**config.mk**
```make
export PLATFORM = sky130hd
export DESIGN_NAME = traffic_phase_controller_flat
export DESIGN_NICKNAME = d
export VERILOG_FILES = /design/src/rtl/traffic_phase_controller_if.sv /design/src/rtl/traffic_phase_controller.sv /design/src/flat_wrapper.sv
export SDC_FILE = /design/constraint.sdc
export NUM_CORES = 1
export LEC_CHECK = 0
export ABC_AREA = 1
export CAP_MARGIN = 15
export CORE_ASPECT_RATIO = 1.1
export CORE_UTILIZATION = 25
export DETAILED_ROUTE_END_ITERATION = 12
export GPL_ROUTABILITY_DRIVEN = 0
export GPL_TIMING_DRIVEN = 0
export MAX_ROUTING_LAYER = met4
export PLACE_DENSITY = 0.57
export SYNTH_ARGS = -nofsm -noshare
export SYNTH_HDL_FRONTEND = slang
export SYNTH_SLANG_ARGS = --single-unit
```
**constraint.sdc**
```tcl
create_clock -name clk -period 1.5 [get_ports clk]
set_input_delay 0.15 -clock clk [delete_from_list [all_inputs] [get_ports clk]]
set_output_delay 0.15 -clock clk [all_outputs]
set_load 0.05 [all_outputs]
```
**src/rtl/traffic_phase_controller_if.sv**
```systemverilog
// Timer handshake between the phase controller (master) and the countdown Timer (slave).
// The master loads a duration with a one-clock start pulse; the Timer reports completion
// with a level that is high while its count is zero.
interface traffic_phase_controller_if;
    logic       start_timer;
    logic [3:0] input_value;
    logic       expired;

    modport master (
        output start_timer,
        output input_value,
        input  expired
    );

    modport slave (
        input  start_timer,
        input  input_value,
        output expired
    );
endinterface

```
**src/rtl/traffic_phase_controller.sv**
```systemverilog
// Main/side intersection sequencer. Walks the six-phase cycle
// MAIN_G -> MAIN_Y -> RED1 -> SIDE_G -> SIDE_Y -> RED2, loading the external Timer
// once per phase entry (or per main-green extension) and advancing when it expires.
// Main green is extended while the side road is empty and no walk is pending; a latched
// walk request turns the next all-red phase into a longer walk phase.
module traffic_phase_controller #(
    parameter logic [3:0] T_GREEN_MAIN = 4'd8,
    parameter logic [3:0] T_GREEN_SIDE = 4'd5,
    parameter logic [3:0] T_YELLOW     = 4'd2,
    parameter logic [3:0] T_ALLRED     = 4'd1,
    parameter logic [3:0] T_WALK       = 4'd6
) (
    input  logic                              clk,
    input  logic                              sys_reset,
    traffic_phase_controller_if.master        tmr,
    input  logic                              side_sensor_i,
    input  logic                              walk_req_i,
    output logic [2:0]                        main_light_o,
    output logic [2:0]                        side_light_o,
    output logic                              walk_o
);

    // Plain 3-bit encoding so that the unused codes remain reachable for recovery.
    localparam logic [2:0] MAIN_G = 3'd0;
    localparam logic [2:0] MAIN_Y = 3'd1;
    localparam logic [2:0] RED1   = 3'd2;
    localparam logic [2:0] SIDE_G = 3'd3;
    localparam logic [2:0] SIDE_Y = 3'd4;
    localparam logic [2:0] RED2   = 3'd5;

    localparam logic [2:0] LAMP_RED    = 3'b100;
    localparam logic [2:0] LAMP_YELLOW = 3'b010;
    localparam logic [2:0] LAMP_GREEN  = 3'b001;

    logic [2:0] state_q, state_d;
    logic       start_q, start_d;
    logic [3:0] ival_q,  ival_d;
    logic [2:0] main_q,  main_d;
    logic [2:0] side_q,  side_d;
    logic       walk_q,  walk_d;
    logic       pend_q,  pend_d;
    logic       blank_q, blank_d;

    logic       phase_end;
    logic       load;
    logic       illegal;
    logic       walk_entry;

    // Duration loaded into the Timer when entering state s.
    function automatic logic [3:0] phase_duration(input logic [2:0] s, input logic walk_sel);
        logic [3:0] d;
        case (s)
            MAIN_G:         d = T_GREEN_MAIN;
            MAIN_Y, SIDE_Y: d = T_YELLOW;
            SIDE_G:         d = T_GREEN_SIDE;
            RED1, RED2:     d = walk_sel ? T_WALK : T_ALLRED;
            default:        d = T_ALLRED;
        endcase
        return d;
    endfunction

    // Main-road head for state s; anything unknown shows red.
    function automatic logic [2:0] main_lamp(input logic [2:0] s);
        logic [2:0] l;
        case (s)
            MAIN_G:  l = LAMP_GREEN;
            MAIN_Y:  l = LAMP_YELLOW;
            default: l = LAMP_RED;
        endcase
        return l;
    endfunction

    // Side-road head for state s; anything unknown shows red.
    function automatic logic [2:0] side_lamp(input logic [2:0] s);
        logic [2:0] l;
        case (s)
            SIDE_G:  l = LAMP_GREEN;
            SIDE_Y:  l = LAMP_YELLOW;
            default: l = LAMP_RED;
        endcase
        return l;
    endfunction

    // State and registered outputs; reset re-arms the Timer with a main-green load.
    always_ff @(posedge clk) begin
        if (!sys_reset) begin
            state_q <= MAIN_G;
            start_q <= 1'b1;
            ival_q  <= T_GREEN_MAIN;
            main_q  <= LAMP_GREEN;
            side_q  <= LAMP_RED;
            walk_q  <= 1'b0;
            pend_q  <= 1'b0;
            blank_q <= 1'b0;
        end else begin
            state_q <= state_d;
            start_q <= start_d;
            ival_q  <= ival_d;
            main_q  <= main_d;
            side_q  <= side_d;
            walk_q  <= walk_d;
            pend_q  <= pend_d;
            blank_q <= blank_d;
        end
    end

    // Next state: advance on a non-blanked expiry, recover from unknown codes via RED1.
    always_comb begin
        state_d = state_q;
        load    = 1'b0;
        illegal = 1'b0;
        // A stale expired from the previous phase is masked in the pulse cycle and the one after.
        phase_end = tmr.expired & ~start_q & ~blank_q;
        case (state_q)
            MAIN_G: begin
                if (phase_end) begin
                    load    = 1'b1;
                    state_d = (side_sensor_i || pend_q) ? MAIN_Y : MAIN_G;
                end
            end
            MAIN_Y: begin
                if (phase_end) begin
                    load    = 1'b1;
                    state_d = RED1;
                end
            end
            RED1: begin
                if (phase_end) begin
                    load    = 1'b1;
                    state_d = SIDE_G;
                end
            end
            SIDE_G: begin
                if (phase_end) begin
                    load    = 1'b1;
                    state_d = SIDE_Y;
                end
            end
            SIDE_Y: begin
                if (phase_end) begin
                    load    = 1'b1;
                    state_d = RED2;
                end
            end
            RED2: begin
                if (phase_end) begin
                    load    = 1'b1;
                    state_d = MAIN_G;
                end
            end
            default: begin
                illegal = 1'b1;
                load    = 1'b1;
                state_d = RED1;
            end
        endcase
    end

    // Output next values: timer load, lamps for the upcoming state, walk latch bookkeeping.
    always_comb begin
        walk_entry = load & ~illegal & pend_q & ((state_d == RED1) || (state_d == RED2));
        start_d    = load;
        ival_d     = load ? phase_duration(state_d, walk_entry) : ival_q;
        main_d     = main_lamp(state_d);
        side_d     = side_lamp(state_d);
        walk_d     = load ? walk_entry : walk_q;
        // A press in the consuming cycle survives for the following all-red.
        pend_d     = walk_req_i | (pend_q & ~walk_entry);
        blank_d    = start_q;
    end

    assign tmr.start_timer = start_q;
    assign tmr.input_value = ival_q;
    assign main_light_o    = main_q;
    assign side_light_o    = side_q;
    assign walk_o          = walk_q;

endmodule
```
**src/flat_wrapper.sv**
```systemverilog
// flat-port wrapper written by rule: the top's interface ports become plain ports
module traffic_phase_controller_flat 
#(
    parameter logic [3:0] T_GREEN_MAIN = 4'd8,
    parameter logic [3:0] T_GREEN_SIDE = 4'd5,
    parameter logic [3:0] T_YELLOW     = 4'd2,
    parameter logic [3:0] T_ALLRED     = 4'd1,
    parameter logic [3:0] T_WALK       = 4'd6
)
  (clk, sys_reset, side_sensor_i, walk_req_i, main_light_o, side_light_o, walk_o, tmr_start_timer, tmr_input_value, tmr_expired);
  traffic_phase_controller_if tmr_i ();
  input  logic clk;
  input  logic sys_reset;
  input  logic side_sensor_i;
  input  logic walk_req_i;
  output logic [2:0] main_light_o;
  output logic [2:0] side_light_o;
  output logic walk_o;
  output wire logic [$bits(tmr_i.start_timer)-1:0] tmr_start_timer;
  output wire logic [$bits(tmr_i.input_value)-1:0] tmr_input_value;
  input wire logic [$bits(tmr_i.expired)-1:0] tmr_expired;
  assign tmr_start_timer = tmr_i.start_timer;
  assign tmr_input_value = tmr_i.input_value;
  assign tmr_i.expired = tmr_expired;
  traffic_phase_controller #(.T_GREEN_MAIN(T_GREEN_MAIN), .T_GREEN_SIDE(T_GREEN_SIDE), .T_YELLOW(T_YELLOW), .T_ALLRED(T_ALLRED), .T_WALK(T_WALK)) u_core (.clk(clk), .sys_reset(sys_reset), .tmr(tmr_i), .side_sensor_i(side_sensor_i), .walk_req_i(walk_req_i), .main_light_o(main_light_o), .side_light_o(side_light_o), .walk_o(walk_o));
endmodule
```
==> results.md <==
* Status: complete, no violations
* Core area at 2800 um^2
* Crit-path slowest cell: dlygate4sd2_1
* Congestion Overflow GR at 0
* Row count at 20
* Worst Hold End: u_core.pend_q
* Worst Path Max Fanout at 3
* Wirelength, routed at 1500 um
* WL per Instance at 10.0 um
* Worst reg-to-reg setup slack at 190 ps
* Critical Path End Type: primary output
* CTS tree: yes
* # setup viols final at 0
* Post-CTS Hold Buffers at 0
* CP Class: reg -> out
* First-pass GRT wire length at 2560 um
* RSZ-0062 raised after global routing: no
* Residual DRC count at 0
* Leakage at 0.470 nW
* Initial core utilization at 26.5%
* Total power draw at 876 uW
* Layout Skew at 2.78 ps
* Commonest non-fill, non-tap cell in the layout: nand2_1
* Post-synth net total at 102
* Global-route usage over all layers at 11.4%
* Syn Area/Cell at 7.66 um^2
* Root Buffer: clkbuf_4
* Cell Chain, Critical Path: dlygate4sd2_1
* IO Count at 17
* Multiplexer share of the synthesized area at 0%
* Largest family of logic cells by synthesized area: simple AND/OR/NAND/NOR gates
* Synth Area in Compound Gates at 11.3%
* CTS Buffer Depth at 2
* Levels on crit path at 1
* Distinct cells, synth at 21
* Filler cells at 316
* Max Clock Freq at 737 MHz
* Die Area at 3200 um^2
* Slew @ Worst Pin at 497 ps
* Final nets at 123
* Area delta synth->final at 28.8%
* Clock slew seen by the registers of the worst setup and hold paths at 100 ps
* Worst rel slew slack at 67.0%
* CP Launch Type: register
* R2r worst-path depth at 7
* Post-CTS Setup Bufs at 0
* Post-synthesis register bit count at 17
* Worst EP arrival at 1210 ps
* Setup tns final at 0 ps
* Largest net degree at the start of global routing at 11
* Pre-antenna DRT Iters at 4
* Final period util at 90.4%
* Final Max Tran Viols at 0
* Antenna Cells at 0
* Worst R2R End: u_core.pend_q
* Xor and xnor area share after synthesis at 0%
* Die Wd at 54.0 um
* Simple logic cell fraction of the synthesized area at 34.8%
* Hold Crit Class: in -> reg
* CP top delay family: buffers and inverters
* Worst EP required at 1350 ps
* Max-cap check violation count at 0
* Vias at 680
* Post-Synth Adder-Cell Area at 0%
* Layout cells sized above 1 at 18.8%
* Bufs and invs on worst path at 1
* Die H at 59.2 um
* Worst skew pair latency at 290 ps
* First DRT Iteration DRCs at 15
* Synth Warn # at 0
* Worst Hold Depth at 3
* ANT nets after route at 0
* Post-Syn Area at 743 um^2
* Num Clock Sinks at 17
* Cells after Synth at 97
* Number of global-route vias before repair at 642
* CP peak stage delay at 540 ps
* CTS Buf Count at 3
* Antenna violations before repair at 0
* H-tree depth at 1
* Pwr dens at 915 nW/um^2
* Final min period at 1360 ps
* Port Buffers at 16
* Final Hold Fails at 0
* Routed vias/inst at 4.53
* Post-cts sizing count at 12
* R2r startpoint: u_core.blank_q
* Commonest cells after routing, fill and taps aside: nand2_1, dfxtp_1, nor2_1
* Post-synthesis sequential area ratio at 45.8%
* DP HPWL at 1110 um
* Critical hold path startpoint: walk_req_i
* Max IR drop VDD at 0.454 mV
* Crit. Startpoint: u_core.tmr.start_timer
-- through the flow --
step	instance area (um^2)	hold slack, ps	utilization (%)	std cells	setup slack [ps]
after floorplan	743	248	-	97	4.83
after global placement	945	449	33.7	146	-91.0
after detailed placement	945	449	33.7	146	-97.4
after CTS	957	404	34.2	150	127
after global routing	957	416	34.2	150	49.5
final	957	403	34.2	150	143
-- cells in the mapped netlist --
master	number	share of area, %
nand3_4	1	2.4
nand2_2	3	2.5
inv_2	5	2.5
inv_1	7	3.5
nor3_1	1	0.67
o21ai_0	5	3.4
nor2_4	1	1.5
o21ai_2	1	1.2
nor2_2	1	0.84
dfxtp_1	17	46
buf_6	1	1.5
nand3_1	7	4.7
o21ai_1	2	1.3
clkinv_1	1	0.50
nor2_1	14	7.1
nand3_2	3	4.0
a21oi_1	5	3.4
nand2_1	19	9.6
a31oi_1	1	0.84
nand2_4	1	1.5
a21oi_2	1	1.2
-- worst min-delay path: cells and delay by family --
family / cells / cell delay (ps)
compound gates: 1 / 50
buf+inv: 2 / 450
-- where the power goes --
group	leakage (nW)	switching, mW	internal [mW]
clock network	0.0177	0.145	0.0991
logic	0.313	0.105	0.0441
registers	0.139	0.0117	0.471
-- cell families after synthesis --
kind of cell / count (synthesis)
and+or+nand+nor: 51
DFF: 17
buffers and inverters: 14
AOI/OAI and AO/OA: 15
-- worst max path at each step --
stage,end
after detailed placement,u_core.pend_q
after global placement,u_core.pend_q
after global routing,u_core.pend_q
final,tmr_start_timer
after floorplan,u_core.pend_q
after CTS,tmr_start_timer
-- metal layers --
metal | part of all wire [%] | global-route usage (%)
met1 | 48 | 13.4
met2 | 42 | 16.9
met3 | 4.7 | 2.31
met4 | 4.2 | 8.42
met5 | 0 | -
-- sequential cells by signal, indices dropped and copies added (netlist names) --
register                count
u_core.state_q              3
u_core.pend_q               1
u_core.tmr.start_timer      1
u_core.main_light_o         3
u_core.walk_o               1
u_core.side_light_o         3
u_core.blank_q              1
u_core.tmr.input_value      4
-- final cells by class --
type / instances / area [um^2] / share of cell area (%)
Multi-Input combinational cell: 66 / 343 / 35.8
Clock buffer: 3 / 22.5 / 2.35
Tap cell: 33 / 41.3 / 4.31
Inverter: 13 / 48.8 / 5.10
Timing Repair Buffer: 16 / 145 / 15.2
Buffer: 1 / 11.3 / 1.18
Clock inverter: 1 / 5.00 / 0.523
Sequential cell: 17 / 340 / 35.6
(Power assumes the default switching activity.)
